## src/rtl/riscv_ctrl_pkg.sv

```systemverilog
// Shared types and encodings for the multicycle RISC-V control path.
// The ALU_* codes are also used by the shared 32-bit ALU.
package riscv_ctrl_pkg;

  typedef enum logic [3:0] {
    FETCH,
    DECODE,
    MEMADR,
    MEMREAD,
    MEMWB,
    MEMWRITE,
    EXECR,
    EXECI,
    ALUWB,
    JAL,
    BEQ
  } state_t;

  typedef enum logic [1:0] {
    ADD,
    SUB,
    FUNC
  } aluop_t;

  localparam logic [6:0] OP_LW  = 7'b0000011;
  localparam logic [6:0] OP_SW  = 7'b0100011;
  localparam logic [6:0] OP_R   = 7'b0110011;
  localparam logic [6:0] OP_I   = 7'b0010011;
  localparam logic [6:0] OP_JAL = 7'b1101111;
  localparam logic [6:0] OP_BEQ = 7'b1100011;

  localparam logic [2:0] ALU_ADD = 3'b000;
  localparam logic [2:0] ALU_SUB = 3'b001;
  localparam logic [2:0] ALU_AND = 3'b010;
  localparam logic [2:0] ALU_OR  = 3'b011;
  localparam logic [2:0] ALU_SLT = 3'b101;

  localparam logic       ADR_PC     = 1'b0;
  localparam logic       ADR_ALUOUT = 1'b1;

  localparam logic [1:0] RES_ALUOUT    = 2'b00;
  localparam logic [1:0] RES_DATA      = 2'b01;
  localparam logic [1:0] RES_ALURESULT = 2'b10;

  localparam logic [1:0] SRCA_PC    = 2'b00;
  localparam logic [1:0] SRCA_OLDPC = 2'b01;
  localparam logic [1:0] SRCA_RS1   = 2'b10;

  localparam logic [1:0] SRCB_RS2  = 2'b00;
  localparam logic [1:0] SRCB_IMM  = 2'b01;
  localparam logic [1:0] SRCB_FOUR = 2'b10;

  localparam logic [1:0] IMM_I = 2'b00;
  localparam logic [1:0] IMM_S = 2'b01;
  localparam logic [1:0] IMM_B = 2'b10;
  localparam logic [1:0] IMM_J = 2'b11;

endpackage

```

## src/rtl/alu_decoder.sv

```systemverilog
// Maps the FSM's abstract ALU operation plus funct fields to an alu_control code.
module alu_decoder
  import riscv_ctrl_pkg::*;
(
  input  aluop_t     aluop,
  input  logic [2:0] funct3,
  input  logic       op5,
  input  logic       funct7b5,
  output logic [2:0] alu_control
);

  always_comb begin
    alu_control = ALU_ADD;
    case (aluop)
      ADD: alu_control = ALU_ADD;
      SUB: alu_control = ALU_SUB;
      FUNC: begin
        case (funct3)
          // funct7b5 only means sub for R-type; addi reuses that bit as immediate
          3'b000:  alu_control = (op5 && funct7b5) ? ALU_SUB : ALU_ADD;
          3'b010:  alu_control = ALU_SLT;
          3'b110:  alu_control = ALU_OR;
          3'b111:  alu_control = ALU_AND;
          default: alu_control = ALU_ADD;
        endcase
      end
      default: alu_control = ALU_ADD;
    endcase
  end

endmodule

```

## src/rtl/multicycle_controller.sv

```systemverilog
// Moore control FSM for the multicycle RISC-V datapath: sequences each
// instruction and drives mux selects, enables and the ALU operation.
module multicycle_controller
  import riscv_ctrl_pkg::*;
(
  input  logic       clk,
  input  logic       rst_n,
  input  logic [6:0] opcode,
  input  logic [2:0] funct3,
  input  logic       funct7b5,
  input  logic       zero,
  output logic       pc_write,
  output logic       adr_src,
  output logic       mem_write,
  output logic       ir_write,
  output logic       reg_write,
  output logic [1:0] result_src,
  output logic [1:0] alu_src_a,
  output logic [1:0] alu_src_b,
  output logic [1:0] imm_src,
  output logic [2:0] alu_control,
  output logic       illegal_instr
);

  state_t state_reg, state_next;
  aluop_t aluop;
  logic   pc_update, branch, illegal_next;
  logic   mem_write_next, ir_write_next, reg_write_next;

  always_ff @(posedge clk or negedge rst_n) begin
    if (!rst_n) state_reg <= FETCH;
    else        state_reg <= state_next;
  end

  always_comb begin
    state_next     = FETCH;
    adr_src        = ADR_PC;
    mem_write_next = 1'b0;
    ir_write_next  = 1'b0;
    reg_write_next = 1'b0;
    result_src     = RES_ALUOUT;
    alu_src_a      = SRCA_PC;
    alu_src_b      = SRCB_RS2;
    aluop          = ADD;
    pc_update      = 1'b0;
    branch         = 1'b0;
    illegal_next   = 1'b0;
    case (state_reg)
      FETCH: begin
        ir_write_next = 1'b1;
        alu_src_b     = SRCB_FOUR;
        result_src    = RES_ALURESULT;
        pc_update     = 1'b1;
        state_next    = DECODE;
      end
      DECODE: begin
        alu_src_a = SRCA_OLDPC;
        alu_src_b = SRCB_IMM;
        case (opcode)
          OP_LW, OP_SW: state_next = MEMADR;
          OP_R:         state_next = EXECR;
          OP_I:         state_next = EXECI;
          OP_JAL:       state_next = JAL;
          OP_BEQ:       state_next = BEQ;
          default:      illegal_next = 1'b1;
        endcase
      end
      MEMADR: begin
        alu_src_a  = SRCA_RS1;
        alu_src_b  = SRCB_IMM;
        state_next = (opcode == OP_LW) ? MEMREAD : MEMWRITE;
      end
      MEMREAD: begin
        adr_src    = ADR_ALUOUT;
        state_next = MEMWB;
      end
      MEMWB: begin
        result_src     = RES_DATA;
        reg_write_next = 1'b1;
      end
      MEMWRITE: begin
        adr_src        = ADR_ALUOUT;
        mem_write_next = 1'b1;
      end
      EXECR: begin
        alu_src_a  = SRCA_RS1;
        aluop      = FUNC;
        state_next = ALUWB;
      end
      EXECI: begin
        alu_src_a  = SRCA_RS1;
        alu_src_b  = SRCB_IMM;
        aluop      = FUNC;
        state_next = ALUWB;
      end
      JAL: begin
        // OldPC + 4 becomes the link value while the target is loaded into PC
        alu_src_a  = SRCA_OLDPC;
        alu_src_b  = SRCB_FOUR;
        pc_update  = 1'b1;
        state_next = ALUWB;
      end
      ALUWB: reg_write_next = 1'b1;
      BEQ: begin
        alu_src_a = SRCA_RS1;
        aluop     = SUB;
        branch    = 1'b1;
      end
      default: state_next = FETCH;
    endcase
  end

  // Write enables are gated by rst_n so nothing is written while reset is held
  assign pc_write      = rst_n & (pc_update | (branch & zero));
  assign mem_write     = rst_n & mem_write_next;
  assign ir_write      = rst_n & ir_write_next;
  assign reg_write     = rst_n & reg_write_next;
  assign illegal_instr = rst_n & illegal_next;

  always_comb begin
    imm_src = IMM_I;
    case (opcode)
      OP_LW, OP_I: imm_src = IMM_I;
      OP_SW:       imm_src = IMM_S;
      OP_BEQ:      imm_src = IMM_B;
      OP_JAL:      imm_src = IMM_J;
      default:     imm_src = IMM_I;
    endcase
  end

  alu_decoder u_alu_decoder (
    .aluop       (aluop),
    .funct3      (funct3),
    .op5         (opcode[5]),
    .funct7b5    (funct7b5),
    .alu_control (alu_control)
  );

endmodule

```

## config.mk

```make
export PLATFORM = sky130hd
export DESIGN_NAME = multicycle_controller
export DESIGN_NICKNAME = d
export VERILOG_FILES = /design/src/rtl/riscv_ctrl_pkg.sv /design/src/rtl/alu_decoder.sv /design/src/rtl/multicycle_controller.sv
export SDC_FILE = /design/constraint.sdc
export NUM_CORES = 1
export LEC_CHECK = 0
export CAP_MARGIN = 10
export CORE_MARGIN = 1.5
export CORE_UTILIZATION = 42
export CTS_BUF_LIST = sky130_fd_sc_hd__clkbuf_8
export CTS_CLUSTER_DIAMETER = 60
export DETAILED_ROUTE_END_ITERATION = 10
export PLACE_DENSITY = 0.95
export SLEW_MARGIN = 20
export SYNTH_ARGS = -nofsm -noshare
export SYNTH_HDL_FRONTEND = slang
export SYNTH_HIERARCHICAL = 1
export SYNTH_SLANG_ARGS = --single-unit
```

## constraint.sdc

```tcl
create_clock -name clk -period 6.3 [get_ports clk]
set_clock_uncertainty 0.05 [all_clocks]
set_input_delay 1.89 -clock clk [delete_from_list [all_inputs] [get_ports clk]]
set_output_delay 1.89 -clock clk [all_outputs]
set_load 0.02 [all_outputs]
```

# [Yosys cells after proc, flatten, opt, wreduce, memory -nomap -nowiden]
# Cells that the tools add are included.
[word_totals] regBits=4 inputBits=14 output_inout_bits=17 elab_cells=61
[op_classes] eq_ne=21 n_mux=19 bitwise_logic=7 reduce_logical=13
[op_table] operator="$pmux W4 S5" n=2
[op_table] operator="$eq A4 B3 Y1 const B" n=4
[op_table] operator="$pmux W2 S2" n=4
[op_table] operator="$eq A7 B6 Y1 const B" n=2
[op_table] operator="$eq A7 B7 Y1 const B" n=2
[op_table] operator="$eq A4 B4 Y1 const B" n=3
[op_table] operator="$pmux W3 S4" n=1
[op_table] operator="$reduce_or A2 Y1" n=6
[op_table] operator="$mux W1" n=9
[op_table] operator="$eq A4 B2 Y1 const B" n=2
[op_table] operator="$eq A7 B2 Y1 const B" n=1
[op_table] operator="$eq A7 B5 Y1 const B" n=1
[op_table] operator="$and A1 B1 Y1" n=6
[op_table] operator="$eq A3 B3 Y1 const B" n=2
[op_table] operator="$pmux W2 S3" n=1
[op_table] operator="$pmux W3 S2" n=1
[op_table] operator="$reduce_or A3 Y1" n=2
[op_table] operator="$reduce_or A6 Y1" n=1
[op_table] operator="$eq A4 B1 Y1 const B" n=1
[op_table] operator="$logic_not A4 Y1" n=1
[op_table] operator="$reduce_or A4 Y1" n=1
[op_table] operator="$eq A3 B2 Y1 const B" n=1
[op_table] operator="$logic_not A3 Y1" n=1
[op_table] operator="$mux W3" n=1
[op_table] operator="other kinds (4)" n=4

# [Depth between registers and ports, before layout]
# Gate-level depths: netlist of run 1.
[logic_depth] word_depth=5 ltp_mapped=6 depth_no_buf=6

# [Hierarchy]
# The synthesis of run 1 kept the hierarchy.
[by_module_without_submodules] module="multicycle_controller" instances=1 cells_each=59 area_per_inst_um2=476.7 seq_area_each_um2=100.1
[by_module_without_submodules] module="alu_decoder" instances=1 cells_each=11 area_per_inst_um2=96.3 seq_area_each_um2=0.0

# [Worst setup path after synthesis of run 1]
# No wires, ideal clock.
[synth_path] path_kind="input -> output" start="in funct3[0]" end="out alu_control[2]" t_arrival_ns=2.753 required_ns=4.360 setup_slack_ns=1.607 cell_stages=2 path_cell_list="nand2b_4 nor4b_1"
[synth_via] elab_chain_len=3 elab_cells_between_ends=6 cone_classes="eq/ne (3); mux (2); reduce/logical (1)"
[synth_lines] item="start, declared" line_no="multicycle_controller.sv:9" rtl="input logic [2:0] funct3,"
[synth_lines] item="$eq A3 B3 Y1, or another cell as far along" line_no="alu_decoder.sv:18" rtl="case (funct3)"
[synth_lines] item="$pmux W3 S4 (*)" line_no="alu_decoder.sv:18"
[synth_lines] item="$pmux W3 S2 (*)" line_no="alu_decoder.sv:14" rtl="case (aluop)"
[synth_lines] item="end, declared" line_no="multicycle_controller.sv:21" rtl="output logic [2:0] alu_control,"
# Every way passes the cells marked *; elsewhere a longest branch is shown, timed or not.

# [Final worst setup path of run 1]
[layout_path] start="in opcode[2]" end="out imm_src[0]"
[layout_via] elab_chain_len=2 elab_cells_between_ends=4 cone_classes="eq/ne (3); mux (1)"
[layout_lines] item="start, declared" line_no="multicycle_controller.sv:8" rtl="input logic [6:0] opcode,"
[layout_lines] item="$eq A7 B7 Y1 or $eq A7 B6 Y1 (tied branches)" line_no="multicycle_controller.sv:122" rtl="case (opcode)"
[layout_lines] item="$pmux W2 S3 (*)" line_no="multicycle_controller.sv:122"
[layout_lines] item="end, declared" line_no="multicycle_controller.sv:20" rtl="output logic [1:0] imm_src,"
# Marked as above.

==> run_results.csv, run 1 <==
group,metric,value,unit
clock_tree,clk_pin_slew,30,ps
status,status,"finished clean",
synthesis,yosys_most_used_dff,"dfrtp_1",
worst_setup_path,end_kind,"primary output",
flow_run,maxCapViolCount,0,
layout,final_cell_mix,"30 x clkdlybuf4s50_1, 5 x nor2_1, 5 x inv_1, 4 x dfrtp_1",
sta,finalSetupViolations,0,
route,drt_iter0_markers,10,
floorplanning,die_area,1595,um^2
sta,tightest_slew,562.7,ps
layout,layout_commonest_cell,"clkdlybuf4s50_1",
synthesis,seq_area_frac_synth,17.47,%
global_route,grt.overflow.total,0,
worst_setup_path,worstSetupPathType,"in -> out",
clock_tree,postCtsSetupBuffers,0,
synthesis,postSynthAreaPerCell,8.186,um^2
synthesis,synthCells,70,
synthesis,ys_async_sr_fraction,100.0,%
sta,final.period_utilization,87.69,%
worst_setup_path,critPathLaunchType,"primary input",
placed_design,globalplace.congestion,0.7588,
synthesis,synth_top_cell_by_area,"dfrtp_1",
synthesis,yosysUniqueCellTypes,35,
worst_setup_path,path_max_fanout,4,
worst_setup_path,worstRegToRegCells,3,
sta,hold_viol,0,
floorplanning,rows,13,
layout,stdcell_area,913.4,um^2
sta,setup-tns-final,0,ps
global_route,grt_pass1_wl,2.256,mm
floorplanning,core_area,1285,um^2
layout,antennaDiodeCount,0,
clock_tree,cts_tree,"done",
min_path,min_path_cells,2,
min_path,min_from,"state_reg[1]",
route,drtAntennaViolNets,0,
synthesis,mappedNetlistNets,86,
pwr,p_per_area,250.7,nW/um^2
placed_design,placed_area,872.1,um^2
synthesis,synth-warning-count,6,
sta,slew_headroom,62.14,%
sta,fin_crit,5525,ps
pwr,leakage,0.3672,nW
layout,drive_gt1_share,9.091,%
global_route,grt.total_usage,20.65,%
route,drc_errors,0,
sta,max_freq,181.0,MHz
min_path,min_to,"state_reg[1]",
floorplanning,start_util,44.60,%
floorplanning,fp.dieW,39.94,um
layout,synthToLayoutAreaGrowth,59.39,%
route,firstDrtPassIters,4,
global_route,grt_max_degree,16,
synthesis,syn_area,573.1,um^2
worst_setup_path,cp.required,4360,ps
clock_tree,clockRootBuffer,"clkbuf_8",
min_path,hp-class,"reg -> reg",
synthesis,synth_top_area_share,17.47,%
placed_design,portBuffers,30,
clock_tree,cts_sinks,4,
pwr,peakVddDrop,207.9,uV
placed_design,place_hpwl,1.129,mm
global_route,grt_antenna_before_repair,0,
sta,finalWorstSetupSlack,775.3,ps
route,vias,638,
clock_tree,ctsHtreeMaxLevel,1,
clock_tree,cts_buffers,3,
worst_setup_path,r2r_slack,4740,ps
worst_setup_path,arrival,3580,ps
floorplanning,io_pins,31,
clock_tree,holdBufCountCts,0,
placed_design,post-place-ws,783.3,ps
floorplanning,die_y,39.94,um
route,routed_wl,1.466,mm
layout,largest_reg_flops,4,
synthesis,synth_edf_count,0,
route,wl_per_cell,12.86,um
clock_tree,cts_resized,0,
sta,rsz0062_at_grt,"false",
worst_setup_path,worstReg2RegEnd,"state_reg[1]",
global_route,grt_pass1_vias,526,
layout,nNetsFinal,117,
synthesis,ys_ff_latch,4,
synthesis,synth_area_leaders,"dfrtp_1 17%, xnor2_1 4.6%, ha_1 4.4%",
sta,final_max_slew_viol_count,0,
clock_tree,cts_buffer_depth,2,
worst_setup_path,timing.rr.start,"state_reg[3]",
route,routed_via_density,5.596,
clock_tree,clock_latency,210,ps
==> per-stage QoR <==
step | hold slack [ps] | total power, mW | utilization [%] | instances
6_report | 724.4 | 0.2290 | 71.08 | 114
5_1_grt | 783.9 | 0.2447 | 71.08 | 114
4_1_cts | 721.1 | 0.2313 | 71.08 | 114
3_5_place_dp | 710.5 | 0.1766 | 67.87 | 111
3_3_place_gp | 709.4 | 0.1737 | 67.87 | 111
2_1_floorplan | 531.5 | 0.1186 | - | 70
==> worst max-delay path, cell delays in order <==
cell and delay, ps:
clkdlybuf4s50_1 470, nand4bb_1 300, o31ai_1 280, clkdlybuf4s50_1 640
==> synthesized netlist by cell type (all sizes together) (2+ instances only) <==
cell and count:
xnor2 3, a31o 2, and4b 3, dfrtp 4
and3 3, a21o 3, nor4 2, nor2 5
nand2b 2, inv 5, nor2b 2, xor2 2
nor4bb 2, nor4b 2, a21oi 3, nor3b 2
and2 3, nand4b 2, nand2 3, ha 2
buf 4
==> report_power, final <==
group	switching, mW	leakage [nW]	internal [mW]
registers	0.0151	0.0536	0.0297
logic	0.0621	0.292	0.0695
clock network	0.0120	0.0216	0.0406
total	0.0892	0.367	0.140
==> logic make-up after synthesis <==
| logic type | Yosys count | synth area share [%] |
|---|---|---|
| simple gates | 37 | 45.85 |
| compound gates | 13 | 17.90 |
| buf+inv | 9 | 6.769 |
| xor+xnor | 5 | 7.643 |
| flops | 4 | 17.47 |
| fa+ha+maj | 2 | 4.366 |
==> layout make-up <==
cell class,count,area [um^2]
repair buffers,30,300.3
flip-flops and latches,4,100.1
well taps,15,18.77
clock buffers,3,41.29
fillers,110,371.6
inverters,5,18.77
multi-input cells,57,434.2
==> routing by layer <==
metal  global-route usage, %  vias to the layer above  part of all wire, %
met3                   6.667                        0                  4.6
met1                   26.87                      295                   45
met4                       0                        0                    0
met2                   35.08                       22                   50
met5                       0                        -                    0
li1                        -                      321                    -
==> worst max path at each step <==
stage                   start              to  slack, ps  cells past startpoint
floorplan           funct3[0]  alu_control[2]       1610                      2
global placement    opcode[5]      imm_src[0]        800                      5
detailed placement  opcode[2]      imm_src[0]        780                      4
CTS                 opcode[2]      imm_src[0]        760                      4
global route        opcode[2]      imm_src[0]        720                      4
finish              opcode[2]      imm_src[0]        780                      4
No activity file was read; power rests on OpenSTA's default activity.
==> run 2, diff against run 1 <==
--- a/config.mk
+++ b/config.mk
@@ -12,6 +12,7 @@
 export CTS_CLUSTER_DIAMETER = 60
 export DETAILED_ROUTE_END_ITERATION = 10
 export PLACE_DENSITY = 0.95
+export SKIP_CTS_REPAIR_TIMING = 1
 export SLEW_MARGIN = 20
 export SYNTH_ARGS = -nofsm -noshare
 export SYNTH_HDL_FRONTEND = slang
==> results of run 2 <==
Same layout as run 1: the final DEF is identical, and so are final timing and power.
==> run 3, diff against run 2 <==
--- a/config.mk
+++ b/config.mk
@@ -5,6 +5,7 @@
 export SDC_FILE = /design/constraint.sdc
 export NUM_CORES = 1
 export LEC_CHECK = 0
+export ABC_AREA = 1
 export CAP_MARGIN = 10
 export CORE_MARGIN = 1.5
 export CORE_UTILIZATION = 42
==> run_results.csv, run 3 <==
group,metric,value,unit
status,status,"finished clean",
pwr,p_seq_share,14.9,%
route,routed_via_density,5.184,
sta,setup-tns-final,0,ps
layout,utilization,72.78,%
synthesis,synth_top_area_share,22.00,%
route,drc_errors,0,
global_route,grt_pass1_vias,697,
min_path,min_from,"state_reg[0]",
global_route,grt_pass1_wl,2.580,mm
sta,whs,556.4,ps
global_route,grt.overflow.total,0,
synthesis,yosys_most_used_dff,"dfrtp_1",
worst_setup_path,path_max_fanout,6,
layout,antennaDiodeCount,0,
floorplanning,fp.dieW,39.62,um
min_path,hp-class,"reg -> reg",
layout,largest_reg_flops,4,
worst_setup_path,arrival,3620,ps
worst_setup_path,critPathLaunchType,"primary input",
synthesis,synth_edf_count,0,
worst_setup_path,end_kind,"primary output",
worst_setup_path,worstSetupPathType,"in -> out",
pwr,p_clk_share,23.0,%
synthesis,synthCells,104,
worst_setup_path,timing.rr.start,"state_reg[2]",
synthesis,mappedNetlistNets,120,
synthesis,yosysUniqueCellTypes,20,
pwr,switching_share,42.41,%
floorplanning,rows,13,
sta,finalSetupViolations,0,
placed_design,globalplace.congestion,0.8429,
placed_design,portBuffers,30,
placed_design,place_hpwl,1.300,mm
flow_run,maxCapViolCount,0,
layout,nNetsFinal,155,
pwr,intPower,0.1332,mW
worst_setup_path,worstReg2RegEnd,"state_reg[2]",
clock_tree,cts_buffer_depth,2,
floorplanning,io_pins,31,
layout,regArea,100.1,um^2
synthesis,seq_area_frac_synth,17.78,%
pwr,p_per_area,250.4,nW/um^2
min_path,min_path_cells,3,
floorplanning,die_area,1569,um^2
sta,rsz0062_at_grt,"false",
min_path,min_to,"state_reg[0]",
route,drt_iter0_markers,21,
worst_setup_path,worstRegToRegCells,5,
sta,finalWorstSetupSlack,739.4,ps
layout,synthToLayoutAreaGrowth,64.00,%
worst_setup_path,crit_chain,"clkdlybuf4s50_1, nand2_1, nor2_1, nand2_1, o21ai_0, clkdlybuf4s50_1",
sta,max_freq,179.8,MHz
sta,fin_crit,5561,ps
placed_design,post-place-ws,737.4,ps
route,drtAntennaViolNets,0,
synthesis,synth-warning-count,6,
clock_tree,cts_buffers,3,
layout,multiInputGateArea,384.1,um^2
worst_setup_path,cp.required,4360,ps
worst_setup_path,crit_buf_inv,2,
synthesis,syn_area,563.0,um^2
sta,tightest_slew,320.0,ps
clock_tree,cts_tree,"done",
worst_setup_path,cpLargestDelayFamily,"buffers and inverters",
pwr,leakage,0.4803,nW
sta,hold_viol,0,
layout,stdcell_area,923.4,um^2
route,vias,788,
worst_setup_path,crit_slowest_cell,"clkdlybuf4s50_1",
clock_tree,cts_sinks,4,
worst_setup_path,crit_path_max_incr_delay,630,ps
synthesis,postSynthAreaPerCell,5.414,um^2
layout,layout_commonest_cell,"nand2_1",
pwr,comb_power_share,62.1,%
global_route,grt_max_degree,8,
synthesis,ys_async_sr_fraction,100.0,%
global_route,grt_antenna_before_repair,0,
synthesis,yosysMostFrequentCell,"nand2_1",
clock_tree,clockRootBuffer,"clkbuf_8",
placed_design,placed_area,882.1,um^2
clock_tree,ctsHtreeMaxLevel,1,
sta,slew_headroom,78.58,%
synthesis,ys_ff_latch,4,
global_route,grt.total_usage,23.94,%
sta,final.period_utilization,88.26,%
pwr,p_sw,0.09804,mW
layout,drive_gt1_share,10.95,%
clock_tree,clk_pin_slew,30,ps
synthesis,synth_area_leaders,"nand2_1 22%, dfrtp_1 18%, inv_1 12%",
worst_setup_path,r2r_slack,5050,ps
route,wl_per_cell,10.64,um
clock_tree,clock_latency,220,ps
floorplanning,die_y,39.62,um
route,firstDrtPassIters,4,
layout,fill_cells,103,
floorplanning,start_util,44.38,%
floorplanning,core_area,1269,um^2
pwr,peakVddDrop,238.5,uV
synthesis,synth_common_cells,"33 x nand2_1, 18 x inv_1, 18 x nor2_1",
route,routed_wl,1.617,mm
sta,final_max_slew_viol_count,0,
synthesis,synth_top_cell_by_area,"nand2_1",
layout,final_cell_mix,"33 x nand2_1, 30 x clkdlybuf4s50_1, 18 x inv_1, 18 x nor2_1, 8 x nand3_1",
-- run 3: cell types whose count changed after synthesis, moves of 4 or more --
cell     previous run  this run
buf_2               4         0
nand3_1             1         8
inv_1               5        18
nor2_2              0         5
nand2_1             3        33
nor2_1              5        18
-- run 3: final cells by class --
| class | count | share of cell area [%] |
|---|---|---|
| clock buffers | 3 | 4.472 |
| inverters | 21 | 8.537 |
| multi-input cells | 79 | 41.60 |
| flip-flops and latches | 4 | 10.84 |
| well taps | 15 | 2.033 |
| repair buffers | 30 | 32.52 |
-- run 3: power groups by stage --
stage	registers (mW)	clock network (mW)	logic, mW
final	0.0345	0.0532	0.144
after floorplan	0.0341	0	0.0823
after detailed placement	0.0347	0	0.142
after CTS	0.0344	0.0543	0.143
after global routing	0.0349	0.0563	0.155
after global placement	0.0346	0	0.140
-- run 3: metrics by stage --
step	power [mW]	cells
floorplan	0.1164	104
global placement	0.1743	149
detailed placement	0.1771	149
CTS	0.2321	152
global route	0.2458	152
finish	0.2312	152
-- run 3: kinds of logic after synthesis --
| family | share of synthesized area (%) |
|---|---|
| buf+inv | 14.00 |
| compound gates | 7.555 |
| fa+ha+maj | 4.444 |
| simple gates | 56.22 |
| flops | 17.78 |
-- run 3: layer usage --
layer / track usage [%] / vias to the layer above / part of all wire, %
li1: - / 387 / -
met1: 26.01 / 359 / 39
met2: 43.03 / 38 / 53
met3: 3.977 / 4 / 6.2
met4: 12.93 / 0 / 2.2
met5: 0 / - / 0
-- run 3: worst reg2reg max path, stage by stage (launching register included) --
cell	delay (ps)
dfrtp_1	460
nor2_4	190
inv_2	90
nor2_4	150
nand3_1	100
nand3_1	130
-- run 3: how the worst max path moves through the flow --
stage	start	end	slack, ps	cells after the start
floorplan	opcode[1]	imm_src[0]	1590	4
global placement	rst_n	illegal_instr	820	6
detailed placement	opcode[1]	imm_src[0]	740	6
CTS	opcode[1]	imm_src[0]	720	6
global route	opcode[2]	imm_src[0]	560	7
finish	opcode[1]	imm_src[0]	740	6
